## src/rtl/mem_port_arbiter.sv

```systemverilog
`timescale 1ns/1ps
// mem_port_arbiter
// Shares one memory port between instruction fetch and IEU load/store.
// Only one transaction is in flight at a time. Data normally wins
// arbitration, but after MAX_STREAK contested data wins fetch is forced
// through. A transaction that stalls in RESP for TIMEOUT cycles is
// aborted with Err. A response that arrives while no transaction is
// waiting for one sets the sticky ProtoErr.
//
// state | meaning
// ------+-------------------------------------------------------------
// IDLE  | no transaction; arbitrate and latch the winner's fields
// REQ   | MemReq held with stable fields until MemGnt is sampled high
// RESP  | granted; wait for MemRvalid or the timeout, then pulse Valid
module mem_port_arbiter #(
  parameter int MAX_STREAK = 4,
  parameter int TIMEOUT    = 64
) (
  input  logic        clk,
  input  logic        reset_n,
  input  logic        IFetchReq,
  input  logic [31:0] IFetchAdr,
  output logic [31:0] IFetchRdata,
  output logic        IFetchValid,
  input  logic        DataReq,
  input  logic [31:0] DataAdr,
  input  logic        DataWe,
  input  logic [3:0]  DataByteEn,
  input  logic [31:0] DataWdata,
  output logic [31:0] DataRdata,
  output logic        DataValid,
  output logic        Err,
  output logic        MemReq,
  output logic [31:0] MemAdr,
  output logic        MemWe,
  output logic [3:0]  MemByteEn,
  output logic [31:0] MemWdata,
  input  logic        MemGnt,
  input  logic [31:0] MemRdata,
  input  logic        MemRvalid,
  output logic        Busy,
  output logic        ProtoErr
);

  typedef enum logic [1:0] {
    IDLE = 2'd0,
    REQ  = 2'd1,
    RESP = 2'd2
  } state_t;

  state_t      state;
  logic        owner_data;
  logic [3:0]  streak;
  logic [7:0]  tcnt;

  logic        streak_full;
  logic        data_wins;
  logic        timeout_hit;
  logic        done;

  // Arbitration decision and end-of-transaction decode.
  always_comb begin
    streak_full = (streak == 4'(MAX_STREAK));
    data_wins   = DataReq && !(IFetchReq && streak_full);
    // tcnt counts completed RESP cycles, so the TIMEOUT-th RESP cycle is
    // the one where tcnt == TIMEOUT-1.
    timeout_hit = (state == RESP) && (tcnt == 8'(TIMEOUT - 1));
    done        = (state == RESP) && (MemRvalid || timeout_hit);
  end

  // Completion pulses are combinational so the owner sees the data in the
  // same cycle the memory returns it; a real response beats a timeout.
  assign IFetchValid = done && !owner_data;
  assign DataValid   = done && owner_data;
  assign Err         = done && !MemRvalid;
  assign IFetchRdata = (IFetchValid && MemRvalid) ? MemRdata : 32'd0;
  assign DataRdata   = (DataValid && MemRvalid) ? MemRdata : 32'd0;
  assign Busy        = (state != IDLE);

  // Main FSM: arbitration, field latching, grant handshake and timeout.
  always_ff @(posedge clk or negedge reset_n) begin
    if (!reset_n) begin
      state      <= IDLE;
      owner_data <= 1'b0;
      streak     <= 4'd0;
      tcnt       <= 8'd0;
      ProtoErr   <= 1'b0;
      MemReq     <= 1'b0;
      MemAdr     <= 32'd0;
      MemWe      <= 1'b0;
      MemByteEn  <= 4'd0;
      MemWdata   <= 32'd0;
    end else begin
      // Any response outside RESP, including one arriving after a timeout
      // abort, is a memory-side protocol violation and is otherwise ignored.
      if (MemRvalid && (state != RESP)) begin
        ProtoErr <= 1'b1;
      end
      case (state)
        IDLE: begin
          if (IFetchReq || DataReq) begin
            state  <= REQ;
            MemReq <= 1'b1;
            tcnt   <= 8'd0;
            if (data_wins) begin
              owner_data <= 1'b1;
              MemAdr     <= DataAdr;
              MemWe      <= DataWe;
              MemByteEn  <= DataWe ? DataByteEn : 4'hF;
              MemWdata   <= DataWe ? DataWdata : 32'd0;
              // Only a win that fetch contested counts toward the streak.
              if (IFetchReq) begin
                streak <= streak_full ? streak : streak + 4'd1;
              end else begin
                streak <= 4'd0;
              end
            end else begin
              owner_data <= 1'b0;
              MemAdr     <= IFetchAdr;
              MemWe      <= 1'b0;
              MemByteEn  <= 4'hF;
              MemWdata   <= 32'd0;
              streak     <= 4'd0;
            end
          end
        end
        REQ: begin
          if (MemGnt) begin
            MemReq <= 1'b0;
            tcnt   <= 8'd0;
            state  <= RESP;
          end
        end
        RESP: begin
          if (MemRvalid || timeout_hit) begin
            state <= IDLE;
          end else begin
            tcnt <= tcnt + 8'd1;
          end
        end
        default: begin
          state  <= IDLE;
          MemReq <= 1'b0;
        end
      endcase
    end
  end

endmodule

```

## config.mk

```make
export PLATFORM = sky130hd
export DESIGN_NAME = mem_port_arbiter
export DESIGN_NICKNAME = d
export VERILOG_FILES = /design/src/rtl/mem_port_arbiter.sv
export SDC_FILE = /design/constraint.sdc
export NUM_CORES = 1
export LEC_CHECK = 0
export ABC_AREA = 1
export CAP_MARGIN = 20
export CORE_MARGIN = 4
export CORE_UTILIZATION = 36
export DETAILED_ROUTE_END_ITERATION = 10
export PLACE_DENSITY = 0.8
export SLEW_MARGIN = 10
export SYNTH_ARGS = -nofsm -noshare
export SYNTH_HDL_FRONTEND = slang
export SYNTH_SLANG_ARGS = --single-unit
```

## constraint.sdc

```tcl
create_clock -name clk -period 1.5 [get_ports clk]
set_input_delay 0.3 -clock clk [delete_from_list [all_inputs] [get_ports clk]]
set_output_delay 0.3 -clock clk [all_outputs]
set_load 0.02 [all_outputs]
```

==> results.py, run 1 <==
metrics = {
    "clock_tree": {
        "clock_latency_ns": 0.33,
        "clock_sinks": 86,
        "cts_made_buffers": 9,
        "clk_pin_slew_ns": 0.06,
        "cts_tree": "yes",
        "htreeDepth": 3,
        "cts_max_path_buffers": 2,
        "clockRootBuffer": "clkbuf_16",
    },
    "worst_setup_path": {
        "cpMaxStageDelayCell": "clkdlybuf4s50_1",
        "crit_fanout": 8,
        "cp_cell_sequence": "clkdlybuf4s50_1, nand3_4, clkbuf_16, nor2_4, buf_6",
        "required_ns": 1.20,
        "cp_num_buf_inv": 3,
        "critical_path_class": "input pin to primary output",
        "worstSetupEndpointType": "primary output",
        "worstPathArrival_ns": 1.67,
        "crit_family": "buffers and inverters",
        "startpoint_type": "input pin",
        "cp_slowest_stage_delay_ns": 0.65,
    },
    "placed_design": {
        "gp_congestion": 0.8235,
        "portBuffers": 277,
        "dp_slack_ns": -0.6894,
        "dp_cells": 999,
        "dp_hpwl_mm": 12.23,
    },
    "timing": {
        "fin_crit_sh_pct": 131.2,
        "tightest_slew_ns": 0.3460,
        "holdWs_ns": 0.4765,
        "finalHoldViolCount": 0,
        "rsz0062_at_grt": "yes",
        "fin_skew_ns": 0.01160,
        "setup_viol": 151,
        "max-slew-margin-rel_pct": 76.91,
        "period_minus_slack_ns": 1.968,
        "max_freq_mhz": 508.2,
        "finalWorstSetupSlack_ns": -0.4677,
        "slew_viol_final": 0,
    },
    "synthesis": {
        "synth_fp_nets": 705,
        "synth-seq-cells": 86,
        "synth.area.top_cells": "dfrtp_1 51%, nand2_1 12%, nor2_1 11%",
        "synth_most_common_cell": "nand2_1",
        "synthCells": 563,
        "synthTopCellsByCount": "138 x nand2_1, 119 x nor2_1, 86 x dfrtp_1, 65 x a21oi_1, 49 x inv_1",
        "dominantRegCellSynth": "dfrtp_1",
        "synth-seq-area-share_pct": 50.84,
        "synth-edff-count": 0,
        "yosysTopAreaCellShare_pct": 50.84,
        "synth_area_leader_cell": "dfrtp_1",
        "synth_area_mm2": 0.004233,
        "yosysWarnings": 0,
        "synthArstFlopShare_pct": 100.0,
        "syn_avg_cell_area_um2": 7.518,
        "synth_cell_types": 25,
    },
    "floorplanning": {
        "die_w_um": 116.4,
        "die_h_um": 116.4,
        "start_util_pct": 36.91,
        "die_area_mm2": 0.01356,
        "core-area_mm2": 0.01147,
        "ioPinCount": 278,
        "fp-row-count": 39,
    },
    "route": {
        "antenna_left": 0,
        "wire_per_inst_um": 22.10,
        "drc": 0,
        "firstDrtPassIters": 5,
        "routed_wirelength_mm": 23.62,
        "route.vias.total": 5801,
        "drt_iter0_markers": 390,
        "avgViaCountPerCell": 5.427,
    },
    "final_layout": {
        "area.growth.synth_to_final_pct": 135.8,
        "post-route-util_pct": 87.03,
        "drive_gt1_share_pct": 43.77,
        "final_nets": 1060,
        "instances_no_fill": 1069,
        "fill_cells": 499,
    },
    "status": {
        "status": "finished with violations",
        "violations": "setup timing",
    },
    "global_route": {
        "grtUsageMet1_pct": 26.41,
        "met2_usage_pct": 46.15,
        "grt_pass1_wl_mm": 26.68,
        "grt_antenna_before_repair": 2,
        "overflow": 0,
        "grt_usage_pct": 24.96,
        "grt_pass1_vias": 5456,
        "use_met3_pct": 6.218,
        "grt-busiest-layer": "met2",
        "grt_max_degree": 52,
    },
    "pwr": {
        "leakagePower_nw": 4.521,
        "ir_drop_v": 0.001031,
        "p_per_area_mw_per_mm2": 1547,
    },
    "flow_run": {
        "cap_violations": 0,
    },
    "worst_hold_path": {
        "hold_path_class": "register to register",
    },
}
==> worst paths after layout <==
kind	from	endpoint	slack (ns)	cells after the start
min reg2reg	MemWdata[7]	MemWdata[7]	0.48	2
max in group asynchronous	reset_n	state[0]	0.74	3
min in group asynchronous	reset_n	MemAdr[8]	0.49	3
max reg2reg	tcnt[1]	tcnt[6]	-0.35	13
max	MemRvalid	IFetchRdata[28]	-0.47	5
min	MemWdata[7]	MemWdata[7]	0.48	2
==> per-stage QoR <==
| stage | power [mW] | cell area [um2] | TNS [ns] |
|---|---|---|---|
| finish | 15.44 | 9980 | -46.27 |
| global route | 16.07 | 9977 | -52.98 |
| CTS | 12.78 | 8367 | -22.70 |
| detailed placement | 10.10 | 7493 | -66.54 |
| global placement | 9.914 | 7493 | -61.57 |
| floorplan | 6.720 | 4233 | -5.001 |
==> cell families after synthesis <==
family	count (synthesis)	synth area share (%)
buffers and inverters	81	8.277
DFF	86	50.84
and+or+nand+nor	314	29.91
AOI/OAI and AO/OA	76	9.459
xor gates and xnor gates	3	0.6209
adders and majority gates	3	0.8869
==> placed cells by master, fill, tap and decap left out, types with 2 or more instances in the layout <==
cell / count
clkbuf_8: 3
a21oi_4: 9
diode_2: 3
inv_4: 3
clkinvlp_4: 2
o21ai_0: 2
a21oi_2: 41
o21bai_1: 3
buf_6: 83
a21oi_1: 15
clkbuf_16: 18
clkdlybuf4s50_1: 136
nand4_1: 2
xor2_1: 2
inv_1: 46
buf_4: 46
dlygate4sd2_1: 72
nand3_2: 36
nand2_4: 3
nor2_1: 21
nand3_4: 4
nand3_1: 7
nand2_1: 122
dfrtp_1: 86
nand2_2: 15
o21ai_2: 4
nor2_2: 12
buf_12: 18
nor2_4: 89
buf_16: 8
==> timing repair <==
item	4_1_cts	5_1_grt
hold endpoints to repair	86	0
hold buffers	1	0
setup endpoints to repair	215	152
cloned	9	10
pin swaps	7	48
setup buffers	25	18
resized for setup	543	311
==> sequential cells by signal, summed over array words and instances, names as in the netlist <==
name and cells:
MemWdata 32, MemReq 1, owner_data 1, streak 4, ProtoErr 1, tcnt 8, state 2, MemWe 1
MemByteEn 4, MemAdr 32
==> worst min-delay path, stage by stage, from the launching register on <==
cell     delay (ns)
dfrtp_1        0.35
nand2_1        0.05
nand2_1        0.05
==> power breakdown <==
group	switching [mW]	internal (mW)
combinational	5.00	4.21
clock	0.935	1.43
sequential	0.669	3.19
total	6.60	8.83
==> metal layers <==
| metal | share of wire [%] | vias to the layer above |
|---|---|---|
| li1 | - | 2483 |
| met1 | 32 | 2797 |
| met2 | 52 | 392 |
| met3 | 8.7 | 129 |
| met4 | 6.4 | 0 |
| met5 | 0 | - |
==> area by class of cell <==
cell class,count,area (um2),share of cell area (%)
Timing Repair Buffer,374,4103,41.11
Tap cell,143,178.9,1.793
Clock buffer,12,266.5,2.671
Clock inverter,4,53.80,0.5391
Antenna cell,3,7.507,0.07523
Inverter,51,211.5,2.119
Multi-Input combinational cell,396,3007,30.13
Sequential cell,86,2152,21.56
Note: power is estimated with default switching activity, not from simulation.
==> inputs of run 2 (changes only) <==
TNS_END_PERCENT = 50   (was not set)
==> run 2 against run 1 <==
  * The run still ends with setup timing left
  * Sequential cell count stayed put
  * Core utilization is 7.3 points lower
  * First-iteration DRC count is 32% lower
  * Clock power hardly changed
  * Critical path depth is 2 higher
  * Final area is 8.4% lower
  * Register-to-register slack better by 0.03 ns
  * Sequential power is 3% lower
  * Hold slack worse by 0.0066 ns
  * Sequential share of layout area is 2.0 points higher
  * Critical endpoint is now IFetchRdata[26]
==> results.py, run 2 (synthesis results as in run 1) <==
metrics = {
    "status": {
        "status": "finished with violations",
        "violations": "setup timing",
    },
    "timing": {
        "fin_skew_ns": 0.009714,
        "tightest_slew_ns": 0.3031,
        "setup_viol": 150,
        "fin_crit_sh_pct": 126.8,
        "finalWorstSetupSlack_ns": -0.4021,
        "period_minus_slack_ns": 1.902,
        "tns_ns": -31.81,
        "slew_viol_final": 0,
        "rsz0062_at_grt": "yes",
        "max_freq_mhz": 525.7,
        "finalHoldViolCount": 0,
        "max-slew-margin-rel_pct": 79.73,
    },
    "worst_setup_path": {
        "reg2reg_depth": 12,
        "worstPathArrival_ns": 1.60,
        "required_ns": 1.20,
        "worstSetupEndpointType": "primary output",
        "crit_fanout": 16,
        "startpoint_type": "register",
        "critical_path_class": "register to primary output",
    },
    "route": {
        "avgViaCountPerCell": 5.132,
        "route.vias.total": 5383,
        "firstDrtPassIters": 5,
        "wire_per_inst_um": 19.23,
        "routed_wirelength_mm": 20.18,
        "drt_iter0_markers": 264,
        "drc": 0,
        "antenna_left": 0,
    },
    "clock_tree": {
        "cts_tree": "yes",
        "cts_made_buffers": 9,
        "cts_max_path_buffers": 2,
        "clock_latency_ns": 0.34,
        "clockRootBuffer": "clkbuf_16",
        "clk_pin_slew_ns": 0.06,
        "htreeDepth": 3,
        "clock_sinks": 86,
    },
    "global_route": {
        "grt_pass1_vias": 5219,
        "grt_usage_pct": 23.35,
        "grt_pass1_wl_mm": 25.09,
        "grt_antenna_before_repair": 0,
        "overflow": 0,
        "grt_max_degree": 52,
    },
    "floorplanning": {
        "die_area_mm2": 0.01356,
        "ioPinCount": 278,
        "die_h_um": 116.4,
        "die_w_um": 116.4,
        "start_util_pct": 36.91,
        "core-area_mm2": 0.01147,
        "fp-row-count": 39,
    },
    "final_layout": {
        "reg_top3": "MemAdr (32), MemWdata (32), tcnt (8)",
        "area.growth.synth_to_final_pct": 115.9,
        "instances_no_fill": 1049,
        "fill_cells": 690,
        "drive_gt1_share_pct": 33.59,
        "mostFrequentLayoutCell": "clkdlybuf4s50_1",
        "layout_common_cells": "137 x clkdlybuf4s50_1, 133 x nand2_1, 86 x dfrtp_1, 63 x buf_6, 60 x buf_4",
        "final_nets": 1042,
    },
    "placed_design": {
        "gp_congestion": 0.8235,
        "dp_hpwl_mm": 12.23,
        "dp_cells": 999,
        "portBuffers": 277,
    },
    "pwr": {
        "p_per_area_mw_per_mm2": 1532,
        "leakagePower_nw": 4.578,
        "ir_drop_v": 0.001040,
    },
    "worst_hold_path": {
        "hold_path_class": "register to register",
        "whs_path_depth": 1,
    },
    "flow_run": {
        "cap_violations": 0,
    },
}
==> run 2: worst paths after layout <==
kind,startpoint,endpoint,slack [ns]
min,ProtoErr,ProtoErr,0.47
min reg2reg,ProtoErr,ProtoErr,0.47
max,state[0],IFetchRdata[26],-0.40
max in group asynchronous,reset_n,owner_data,0.74
min in group asynchronous,reset_n,MemAdr[13],0.49
max reg2reg,tcnt[1],tcnt[6],-0.32
==> run 2: stage by stage <==
stage               cell area [um2]  setup slack, ns  hold slack, ns  util (%)  power [mW]
floorplan                      4233         -0.08070        0.004409         -       6.720
detailed placement             7493          -0.6894          0.2955     65.35       10.10
global placement               7493          -0.6598          0.2881     65.35       9.914
CTS                            8049          -0.3387          0.4836     70.19       12.48
global route                   9135          -0.4714          0.4987     79.66       14.72
finish                         9138          -0.4021          0.4699     79.68       14.00
==> run 2: routing by layer <==
layer / GRT usage [%] / up-vias / routed length (um) / share of wire, %
li1: - / 2444 / - / -
met1: 24.50 / 2572 / 6728 / 33
met2: 43.97 / 300 / 10820 / 54
met3: 5.959 / 67 / 1682 / 8.3
met4: 9.667 / 0 / 947 / 4.7
met5: 0 / - / 0 / 0
==> run 2: critical path, cell delays in order, from the launching register on <==
cell	delay [ns]
dfrtp_1	0.39
inv_2	0.08
nand2_4	0.07
inv_4	0.09
nand3_4	0.14
buf_16	0.20
nor2_1	0.12
buf_4	0.16
==> run 2: final cells by class <==
cell class / count / area [um2] / area share (%)
multi-input combinational: 396 / 2464 / 26.96
tap: 143 / 178.9 / 1.958
clock buffer: 12 / 266.5 / 2.917
sequential: 86 / 2152 / 23.55
timing repair buffer: 356 / 3811 / 41.71
antenna: 1 / 2.502 / 0.02739
clock inverter: 4 / 53.80 / 0.5888
inverter: 51 / 209.0 / 2.287
==> run 2: timing repair <==
item	CTS	global route
resized for setup	461	221
pin swaps	1	11
endpoints found under the setup margin	215	183
hold buffers	1	0
gates cloned	3	10
setup buffers	14	7
hold endpoints to repair	86	0
==> run 2: power breakdown <==
group | leakage (nW) | internal (mW) | switching (mW)
Combinational | 3.36 | 3.58 | 4.32
Clock | 0.151 | 1.43 | 0.926
Sequential | 1.06 | 3.19 | 0.545
